### src/rtl/icache_port_pkg.sv
// Shared encodings for the port-0 instruction cache: memory request flags and FSM states.
package icache_port_pkg;

    localparam logic [1:0] RW_IDLE  = 2'b00;
    localparam logic [1:0] RW_READ  = 2'b01;
    localparam logic [1:0] RW_WRITE = 2'b10;

    typedef enum logic [1:0] {
        ICP_IDLE  = 2'b00,
        ICP_MISS  = 2'b01,
        ICP_WRITE = 2'b10,
        ICP_RESP  = 2'b11
    } icp_state_t;

    // Memory reads are always word aligned; the byte offset is only meaningful for writes.
    function automatic logic [31:0] word_align(input logic [31:0] addr);
        return {addr[31:2], 2'b00};
    endfunction

endpackage

### src/rtl/icache_store.sv
// Valid/tag/data arrays of the direct-mapped cache: async lookup, sync fill, invalidate port.
module icache_store
    import icache_port_pkg::*;
#(
    parameter int INDEX_BIT = 6
) (
    input  logic                   clk,
    input  logic                   rst,
    input  logic [INDEX_BIT-1:0]   rd_idx,
    output logic                   rd_valid,
    output logic [29-INDEX_BIT:0]  rd_tag,
    output logic [31:0]            rd_data,
    input  logic                   fill_en,
    input  logic [INDEX_BIT-1:0]   fill_idx,
    input  logic [29-INDEX_BIT:0]  fill_tag,
    input  logic [31:0]            fill_data,
    input  logic                   inv_en,
    input  logic [INDEX_BIT-1:0]   inv_idx
);

    localparam int LINES = 1 << INDEX_BIT;
    localparam int TAG_W = 30 - INDEX_BIT;

    logic [LINES-1:0] valid_q;
    logic [TAG_W-1:0] tag_q  [LINES];
    logic [31:0]      data_q [LINES];

    assign rd_valid = valid_q[rd_idx];
    assign rd_tag   = tag_q[rd_idx];
    assign rd_data  = data_q[rd_idx];

    // Valid bits: cleared asynchronously by reset, set on fill, cleared on a write hit.
    always_ff @(posedge clk or posedge rst) begin
        if (rst) begin
            valid_q <= '0;
        end else begin
            if (fill_en) valid_q[fill_idx] <= 1'b1;
            if (inv_en)  valid_q[inv_idx]  <= 1'b0;
        end
    end

    // Tag and data payload: only meaningful while the matching valid bit is set.
    always_ff @(posedge clk) begin
        if (fill_en) begin
            tag_q[fill_idx]  <= fill_tag;
            data_q[fill_idx] <= fill_data;
        end
    end

endmodule

### src/rtl/icache_port.sv
// Port-0 instruction cache front end: hit/miss FSM, held memory request, response latch.
module icache_port
    import icache_port_pkg::*;
#(
    parameter int INDEX_BIT = 6
) (
    input  logic        clk,
    input  logic        rst,
    input  logic [1:0]  cpu_rw_flag_i,
    input  logic [31:0] cpu_addr_i,
    input  logic [31:0] cpu_w_data_i,
    input  logic [3:0]  cpu_w_mask_i,
    output logic [31:0] cpu_r_data_o,
    output logic        cpu_busy_o,
    output logic        cpu_done_o,
    output logic [1:0]  mem_rw_flag_o,
    output logic [31:0] mem_addr_o,
    output logic [31:0] mem_w_data_o,
    output logic [3:0]  mem_w_mask_o,
    input  logic [31:0] mem_r_data_i,
    input  logic        mem_busy_i,
    input  logic        mem_done_i
);

    localparam int TAG_W = 30 - INDEX_BIT;

    icp_state_t state_q, state_d;

    logic [1:0]  mem_rw_q, mem_rw_d;
    logic [31:0] mem_addr_q, mem_addr_d;
    logic [31:0] mem_w_data_q, mem_w_data_d;
    logic [3:0]  mem_w_mask_q, mem_w_mask_d;
    logic        mem_load, mem_clear;
    logic [31:0] r_data_q, r_data_d;
    logic        r_data_load;
    logic        fill_en, inv_en;
    logic        hit;

    logic                 rd_valid;
    logic [TAG_W-1:0]     rd_tag;
    logic [31:0]          rd_data;
    logic [INDEX_BIT-1:0] cpu_idx;
    logic [TAG_W-1:0]     cpu_tag;

    // The controller's busy flag needs no handling: the request is simply held until done.
    logic unused_mem_busy;
    assign unused_mem_busy = mem_busy_i;

    assign cpu_idx = cpu_addr_i[INDEX_BIT+1:2];
    assign cpu_tag = cpu_addr_i[31:INDEX_BIT+2];
    assign hit     = rd_valid && (rd_tag == cpu_tag);

    // Fills take idx/tag from the held memory address, so the cpu request may change freely.
    icache_store #(.INDEX_BIT(INDEX_BIT)) u_store (
        .clk       (clk),
        .rst       (rst),
        .rd_idx    (cpu_idx),
        .rd_valid  (rd_valid),
        .rd_tag    (rd_tag),
        .rd_data   (rd_data),
        .fill_en   (fill_en),
        .fill_idx  (mem_addr_q[INDEX_BIT+1:2]),
        .fill_tag  (mem_addr_q[31:INDEX_BIT+2]),
        .fill_data (mem_r_data_i),
        .inv_en    (inv_en),
        .inv_idx   (cpu_idx)
    );

    assign cpu_busy_o    = (state_q == ICP_MISS) || (state_q == ICP_WRITE);
    assign cpu_done_o    = (state_q == ICP_RESP);
    assign cpu_r_data_o  = cpu_done_o ? r_data_q : 32'h0;
    assign mem_rw_flag_o = mem_rw_q;
    assign mem_addr_o    = mem_addr_q;
    assign mem_w_data_o  = mem_w_data_q;
    assign mem_w_mask_o  = mem_w_mask_q;

    // State register.
    always_ff @(posedge clk or posedge rst) begin
        if (rst) state_q <= ICP_IDLE;
        else     state_q <= state_d;
    end

    // Next state plus the load/clear strobes for the memory request and response latch.
    always_comb begin
        state_d      = state_q;
        mem_load     = 1'b0;
        mem_clear    = 1'b0;
        mem_rw_d     = RW_IDLE;
        mem_addr_d   = 32'h0;
        mem_w_data_d = 32'h0;
        mem_w_mask_d = 4'h0;
        r_data_load  = 1'b0;
        r_data_d     = 32'h0;
        fill_en      = 1'b0;
        inv_en       = 1'b0;
        unique case (state_q)
            ICP_IDLE: begin
                if (cpu_rw_flag_i == RW_READ) begin
                    if (hit) begin
                        r_data_load = 1'b1;
                        r_data_d    = rd_data;
                        state_d     = ICP_RESP;
                    end else begin
                        mem_load   = 1'b1;
                        mem_rw_d   = RW_READ;
                        mem_addr_d = word_align(cpu_addr_i);
                        state_d    = ICP_MISS;
                    end
                end else if (cpu_rw_flag_i == RW_WRITE) begin
                    mem_load     = 1'b1;
                    mem_rw_d     = RW_WRITE;
                    mem_addr_d   = cpu_addr_i;
                    mem_w_data_d = cpu_w_data_i;
                    mem_w_mask_d = cpu_w_mask_i;
                    inv_en       = hit;
                    state_d      = ICP_WRITE;
                end
            end
            ICP_MISS: begin
                if (mem_done_i) begin
                    fill_en     = 1'b1;
                    r_data_load = 1'b1;
                    r_data_d    = mem_r_data_i;
                    mem_clear   = 1'b1;
                    state_d     = ICP_RESP;
                end
            end
            ICP_WRITE: begin
                if (mem_done_i) begin
                    r_data_load = 1'b1;
                    mem_clear   = 1'b1;
                    state_d     = ICP_RESP;
                end
            end
            ICP_RESP: begin
                state_d = ICP_IDLE;
            end
            default: state_d = ICP_IDLE;
        endcase
    end

    // Memory request registers: loaded on acceptance, held until mem_done_i, then dropped.
    always_ff @(posedge clk or posedge rst) begin
        if (rst) begin
            mem_rw_q     <= RW_IDLE;
            mem_addr_q   <= 32'h0;
            mem_w_data_q <= 32'h0;
            mem_w_mask_q <= 4'h0;
        end else if (mem_load || mem_clear) begin
            mem_rw_q     <= mem_rw_d;
            mem_addr_q   <= mem_addr_d;
            mem_w_data_q <= mem_w_data_d;
            mem_w_mask_q <= mem_w_mask_d;
        end
    end

    // Response data latch, presented to the cpu during the RESP cycle.
    always_ff @(posedge clk or posedge rst) begin
        if (rst)              r_data_q <= 32'h0;
        else if (r_data_load) r_data_q <= r_data_d;
    end

endmodule

### config.mk
export PLATFORM = sky130hd
export DESIGN_NAME = icache_port
export DESIGN_NICKNAME = d
export VERILOG_FILES = /design/src/rtl/icache_port_pkg.sv /design/src/rtl/icache_store.sv /design/src/rtl/icache_port.sv
export SDC_FILE = /design/constraint.sdc
export NUM_CORES = 2
export LEC_CHECK = 0
export CAP_MARGIN = 20
export CORE_MARGIN = 2
export CORE_UTILIZATION = 44
export CTS_CLUSTER_DIAMETER = 60
export DETAILED_ROUTE_END_ITERATION = 10
export PLACE_DENSITY_LB_ADDON = 0.05
export SLEW_MARGIN = 20
export SYNTH_ARGS = -nofsm -noshare
export SYNTH_HDL_FRONTEND = slang
export SYNTH_SLANG_ARGS = --single-unit
export TNS_END_PERCENT = 20
### constraint.sdc
create_clock -name clk -period 7.4 [get_ports clk]
set_input_delay 1.85 -clock clk [delete_from_list [all_inputs] [get_ports clk]]
set_output_delay 1.85 -clock clk [all_outputs]
set_load 0.02 [all_outputs]
; ---- After elaboration in Yosys (flattened, before gate mapping)
; Memory sizes are Yosys's and may differ from the RTL's.
; Index checks and enable logic that the tools add are counted.
[totals]
ff_bits = 168
ram_bits = 3584
inputBits = 106
output_inout_bits = 104
memories = 2
[memory_table]
columns = name, depth, width, read_ports, rd_clocked_by_memory_dff, wr, line_no
row1 = u_store.data_q, 64, 32, 1, 0, 1, icache_store.sv:26  ; logic [31:0] data_q [LINES];
row2 = u_store.tag_q, 64, 24, 1, 0, 1, icache_store.sv:25  ; logic [TAG_W-1:0] tag_q [LINES];
[op_classes]
magnitude_cmp = 4
n_eq_ne = 8
n_mux = 47
bitwise = 3
n_reduce_logical = 8
[ops]
columns = cell, count
row1 = $mux W32, 11
row2 = $mux W64, 2
row3 = $and A64 B64 Y64, 1
row4 = $not A64 Y64, 1
row5 = $or A64 B64 Y64, 1
row6 = $pmux W32 S2, 1
row7 = $eq A24 B24 Y1, 1
row8 = $mux W1, 18
row9 = $lt A6 B7 Y1 const B, 2
row10 = $mux W2, 7
row11 = $demux W1 S6, 2
row12 = $ge A6 B1 Y1 const B, 2
row13 = $mux W4, 3
row14 = $bmux W1 S6, 1
row15 = $eq A2 B2 Y1 const B, 3
row16 = $pmux W2 S3, 1
row17 = $eq A2 B1 Y1 const B, 2
row18 = $logic_and A1 B1 Y1, 3
row19 = $ne A3 B3 Y1 const B, 1
row20 = $logic_not A2 Y1, 1
row21 = $logic_or A1 B1 Y1, 2
row22 = $ne A2 B1 Y1 const B, 1
row23 = $pmux W1 S2, 1
row24 = $reduce_and A2 Y1, 1
row25 = $reduce_or A2 Y1, 1

; ---- Longest topological paths before layout
[depth]
depth_word = 8
mapped_depth = 20

; ---- Hierarchy
; A second synthesis with hierarchy kept.
[unflattened]
hier_cells = 6676
hier_area_um2 = 143516.4
[by_module_without_submodules]
columns = mod, instances, cells_each, area_per_inst_um2, seq_area_each_um2
row1 = icache_store, 1, 6200, 138685.5, 109224.8
row2 = icache_port, 1, 476, 4830.9, 2602.5

; ---- Worst setup path after synthesis
; Ideal clock, no wire load.
[synth_path]
path_kind = input to register
from = in mem_done_i
to = mem u_store.data_q[19][0] (enable)
setup_time_ps = 472
t_arrival_ps = 5041
t_required_ps = 6928
slack_ps = 1887
cell_stages = 4
n_path_buf = 1
path_cell_list = and2_0 > clkbuf_1 > nand4b_1 > nor2_1
[synth_between]
elab_chain_len = 4
[synth_lines]
columns = item, line_no
row1 = from (decl), icache_port.sv:22  ; input logic mem_done_i
row2 = $mux W1, icache_port.sv:120  ; if (mem_done_i) begin
row3 = $mux W1, icache_port.sv:96  ; unique case (state_q)
row4 = $mux W1, icache_store.sv:44  ; if (fill_en) begin
row5 = $mux W1 (not written as such), icache_store.sv:46  ; data_q[fill_idx] <= fill_data;
row6 = to (decl), icache_store.sv:26
; No other way between the ends.

; ---- Final worst setup path
[layout_path]
from = in cpu_addr_i[3]
to = reg r_data_q[17]
[layout_between]
elab_chain_len = 6
elab_cells_between_ends = 12
[layout_lines]
columns = item, line_no
row1 = from (decl), icache_port.sv:10  ; input logic [31:0] cpu_addr_i,
row2 = $mem_v2 Z64 W24 or $bmux W1 S6 (tied branches), -
row3 = $eq A24 B24 Y1 or $mux W1 (tied branches), "icache_port.sv:51, icache_store.sv:28"
row4 = $logic_and A1 B1 Y1, icache_port.sv:51  ; assign hit = rd_valid && (rd_tag == cpu_tag);
row5 = $mux W32 or $mux W1 (tied branches), icache_port.sv:99  ; if (hit) begin
row6 = $mux W32 or $mux W1 (tied branches), icache_port.sv:98  ; if (cpu_rw_flag_i == RW_READ) begin
row7 = $pmux W32 S2 or $pmux W1 S2 (tied branches), icache_port.sv:96
row8 = to (signal assigned), icache_port.sv:160  ; else if (r_data_load) r_data_q <= r_data_d;
row9 = to (decl), icache_port.sv:34  ; logic [31:0] r_data_q, r_data_d;
; Parallel ways exist; a longest one is shown, timed or not. The select of a mux whose other input is x is not followed.
; A chain may end at the register's enable or synchronous reset.

==> impl_metrics.py <==
metrics = {
    "clocking": {
        "clock_path_buffers": 4,
        "insertion_delay_ps": 990,
        "clk_pin_slew_ps": 60,
        "postCtsSetupBuffers": 0,
        "cts_tree": "done",
        "cts-hold-fix-buffers": 0,
        "clock-sinks": 3752,
        "cts_root_buf": "clkbuf_16",
        "h-tree-depth": 5,
        "cts_resized": 0,
        "cts_buffers": 406,
    },
    "worst_setup_path": {
        "end_kind": "register",
        "crit_arrival_ps": 7020,
        "regToRegSetupSlack_ps": 2860,
        "r2r_end": "r_data_q[17]$_DFFE_PP0P_",
        "cpMostUsedCell": "buf_4",
        "cp_slowest_cell": "nor4_1",
        "r2r_start": "u_store.tag_q[34][2]$_DFFE_PP_",
        "r2r_cells": 17,
        "critPathLaunchType": "primary input",
        "crit_chain": "buf_8 -> buf_12 -> buf_4 -> mux4_2 -> mux2i_1 -> o21ai_0 -> nor4_1 -> xnor2_1 -> buf_4 -> nor4_1 -> buf_4 -> nand4_1 -> buf_4 -> nor3_4 -> buf_12 -> buf_12 -> mux2i_1 -> buf_4 -> nor3_1",
        "crit_required_ps": 8240,
        "cp_max_fo": 74,
        "max_stage_delay_ps": 590,
        "crit_type": "primary input to register",
    },
    "hold_path": {
        "hp-class": "register to register",
        "min_from": "u_store.valid_q[38]$_DFF_PP0_",
        "holdPathEnd": "u_store.valid_q[38]$_DFF_PP0_",
        "hold_depth": 1,
    },
    "detailed_routing": {
        "vias_per_cell": 6.65,
        "postRouteAntennaNets": 0,
        "drc_errors": 0,
        "wl_um": 555000,
        "wl_per_cell_um": 42.8,
        "firstDrtPassIters": 8,
        "via_count": 86092,
        "drt_iter0_drc": 13887,
    },
    "global_route": {
        "grt_start_max_net_pins": 92,
        "first_global_vias": 81930,
        "grt.total_usage": 0.334,
        "antenna_found_initial": 31,
        "grt_pass1_wl_um": 735000,
        "grt_overflow": 0,
    },
    "finish": {
        "design_area_sq_um": 166000,
        "layout.nets": 8411,
        "area_growth_pct": 16.8,
        "drive_above_1_share": 0.190,
    },
    "floorplan": {
        "core_sq_um": 321000,
        "io_pins": 210,
        "die_w_um": 572,
        "rows": 208,
        "die_area_sq_um": 327000,
        "die_h_um": 572,
        "initial_core_util": 0.442,
    },
    "timing": {
        "setup_viol": 0,
        "maxSlewViolCount": 0,
        "setup_tns_ps": 0,
        "rsz0062_at_grt": "no",
        "fin_crit_sh": 0.835,
        "max_freq_ghz": 0.162,
        "slew_headroom": 0.202,
        "worst_slew_pin_slew_ps": 1190,
        "hold_ws_ps": 485,
        "final-hold-violation-count": 0,
        "fin_crit_ps": 6180,
        "clock-skew-final_ps": 54.5,
    },
    "place": {
        "io_buffers": 208,
        "dp_hpwl_um": 297000,
        "placed_area_sq_um": 153000,
        "routabilityCongestion": 0.834,
    },
    "pwr": {
        "ir_drop_v": 0.000313,
        "leakage_nw": 53.2,
        "power_density_nw_per_um2": 307,
    },
    "synth": {
        "synth_ff_type": "edfxtp_1",
        "ys_seq_area_frac": 0.788,
        "syn_area_sq_um": 142000,
        "synth.avg_cell_area_sq_um": 18.4,
        "synth.ff_latch_count": 3752,
        "yosys_warnings": 0,
        "synth-edff-count": 3584,
        "async_flop_share": 0.0448,
        "mappedNetlistNets": 7833,
        "postSynthCellCount": 7721,
        "yosysUniqueCellTypes": 80,
    },
    "job": {
        "drv_cap": 0,
    },
    "run_status": {
        "status": "completed",
    },
}
==> sequential cells by signal (all words and copies together), names as in the netlist <==
signal,count
mem_addr_o,32
mem_rw_flag_o,2
mem_w_data_o,32
mem_w_mask_o,4
r_data_q,32
state_q,2
u_store.data_q,2048
u_store.tag_q,1536
u_store.valid_q,64
==> layout make-up <==
cell class,count,area [sq um]
inverters,12,62.6
well taps,4305,5390
repair buffers,690,6950
multi-input cells,3437,28400
fillers,25927,155000
clock inverters,226,2030
clock buffers,516,10900
flip-flops and latches,3752,112000
diodes,15,37.5
==> how the worst max path moves through the flow <==
stage	startpoint	end	depth (start not counted)
after global routing	cpu_addr_i[3]	r_data_q[18]$_DFFE_PP0P_	19
after CTS	cpu_addr_i[2]	r_data_q[21]$_DFFE_PP0P_	17
after floorplan	rst	mem_addr_o[0]$_DFFE_PP0P_	1
final	cpu_addr_i[3]	r_data_q[17]$_DFFE_PP0P_	19
after detailed placement	cpu_addr_i[2]	r_data_q[21]$_DFFE_PP0P_	17
after global placement	cpu_addr_i[2]	r_data_q[21]$_DFFE_PP0P_	17
==> cells in the mapped netlist, types with 37 or more instances <==
| cell type | count | share of area |
|---|---|---|
| mux4_2 | 246 | 0.039 |
| o22a_1 | 91 | 0.0056 |
| and2_1 | 37 | 0.0016 |
| o21ai_0 | 127 | 0.0045 |
| buf_2 | 111 | 0.0039 |
| a31oi_1 | 38 | 0.0017 |
| nand3_1 | 56 | 0.0020 |
| o22ai_1 | 713 | 0.031 |
| nor4_1 | 74 | 0.0033 |
| buf_4 | 41 | 0.0022 |
| nor2_1 | 264 | 0.0070 |
| nand2_1 | 162 | 0.0043 |
| nor3_1 | 112 | 0.0040 |
| a221oi_1 | 102 | 0.0063 |
| o221ai_1 | 155 | 0.0096 |
| dfrtp_1 | 168 | 0.030 |
| buf_1 | 75 | 0.0020 |
| mux2i_1 | 319 | 0.023 |
| a21oi_1 | 187 | 0.0066 |
| a22oi_1 | 143 | 0.0076 |
| mux2_2 | 159 | 0.013 |
| edfxtp_1 | 3584 | 0.76 |
| a22o_1 | 85 | 0.0052 |
| clkbuf_1 | 284 | 0.0075 |
==> layer usage <==
metal	vias up	global-route usage	routed length (um)
li1	33397	-	-
met1	46352	0.471	221000
met2	5343	0.522	256000
met3	992	0.0567	54600
met4	8	0.124	22700
met5	-	0	57
==> cell families (layout without fill, tap and decap cells) <==
kind of cell | count (synthesis) | count (layout) | share of synthesized area
buffers and inverters | 532 | 1444 | 0.0166
DFF | 3752 | 3752 | 0.788
and+or+nand+nor | 875 | 875 | 0.0304
xor gates and xnor gates | 21 | 21 | 0.00130
muxes | 725 | 725 | 0.0743
other | 0 | 15 | 0
adders and majority gates | 6 | 6 | 0.000529
AOI/OAI and AO/OA | 1810 | 1810 | 0.0886
==> worst max-delay path, delay by kind of cell <==
family / cells / cell delay [ps]
buffers and inverters: 9 / 2560
AND/OR/NAND/NOR: 5 / 1260
multiplexers: 3 / 850
AO/OA/AOI/OAI: 1 / 110
XOR/XNOR: 1 / 110
==> where the power goes <==
part           total (mW)  internal [mW]  switching (mW)
sequential           25.6           24.9           0.738
combinational        5.31           1.59            3.72
clock                20.0           11.4            8.54
total                50.9           37.9            13.0
==> layout by cell type, fill, tap and decap left out, types with 143 or more instances in the layout <==
| master | synthesis | layout |
|---|---|---|
| edfxtp_1 | 3584 | 3584 |
| o22ai_1 | 713 | 713 |
| clkbuf_16 | 0 | 417 |
| buf_4 | 41 | 384 |
| mux2i_1 | 319 | 319 |
| mux4_2 | 246 | 246 |
| nor2_1 | 264 | 195 |
| a21oi_1 | 187 | 187 |
| clkdlybuf4s50_1 | 0 | 170 |
| mux2_2 | 159 | 159 |
| o221ai_1 | 155 | 155 |
| nand2_1 | 162 | 152 |
| dfrtp_1 | 168 | 147 |
| a22oi_1 | 143 | 143 |
==> stage by stage <==
step	power, mW	utilization	instances	setup WS [ps]
after floorplan	28.3	-	7721	1000
after global placement	31.2	0.475	12192	321
after detailed placement	31.3	0.476	12194	317
after CTS	51.0	0.516	12936	1360
after global routing	52.2	0.516	12942	1080
final	50.9	0.516	12953	1220
No activity file was read; power rests on OpenSTA's default activity.
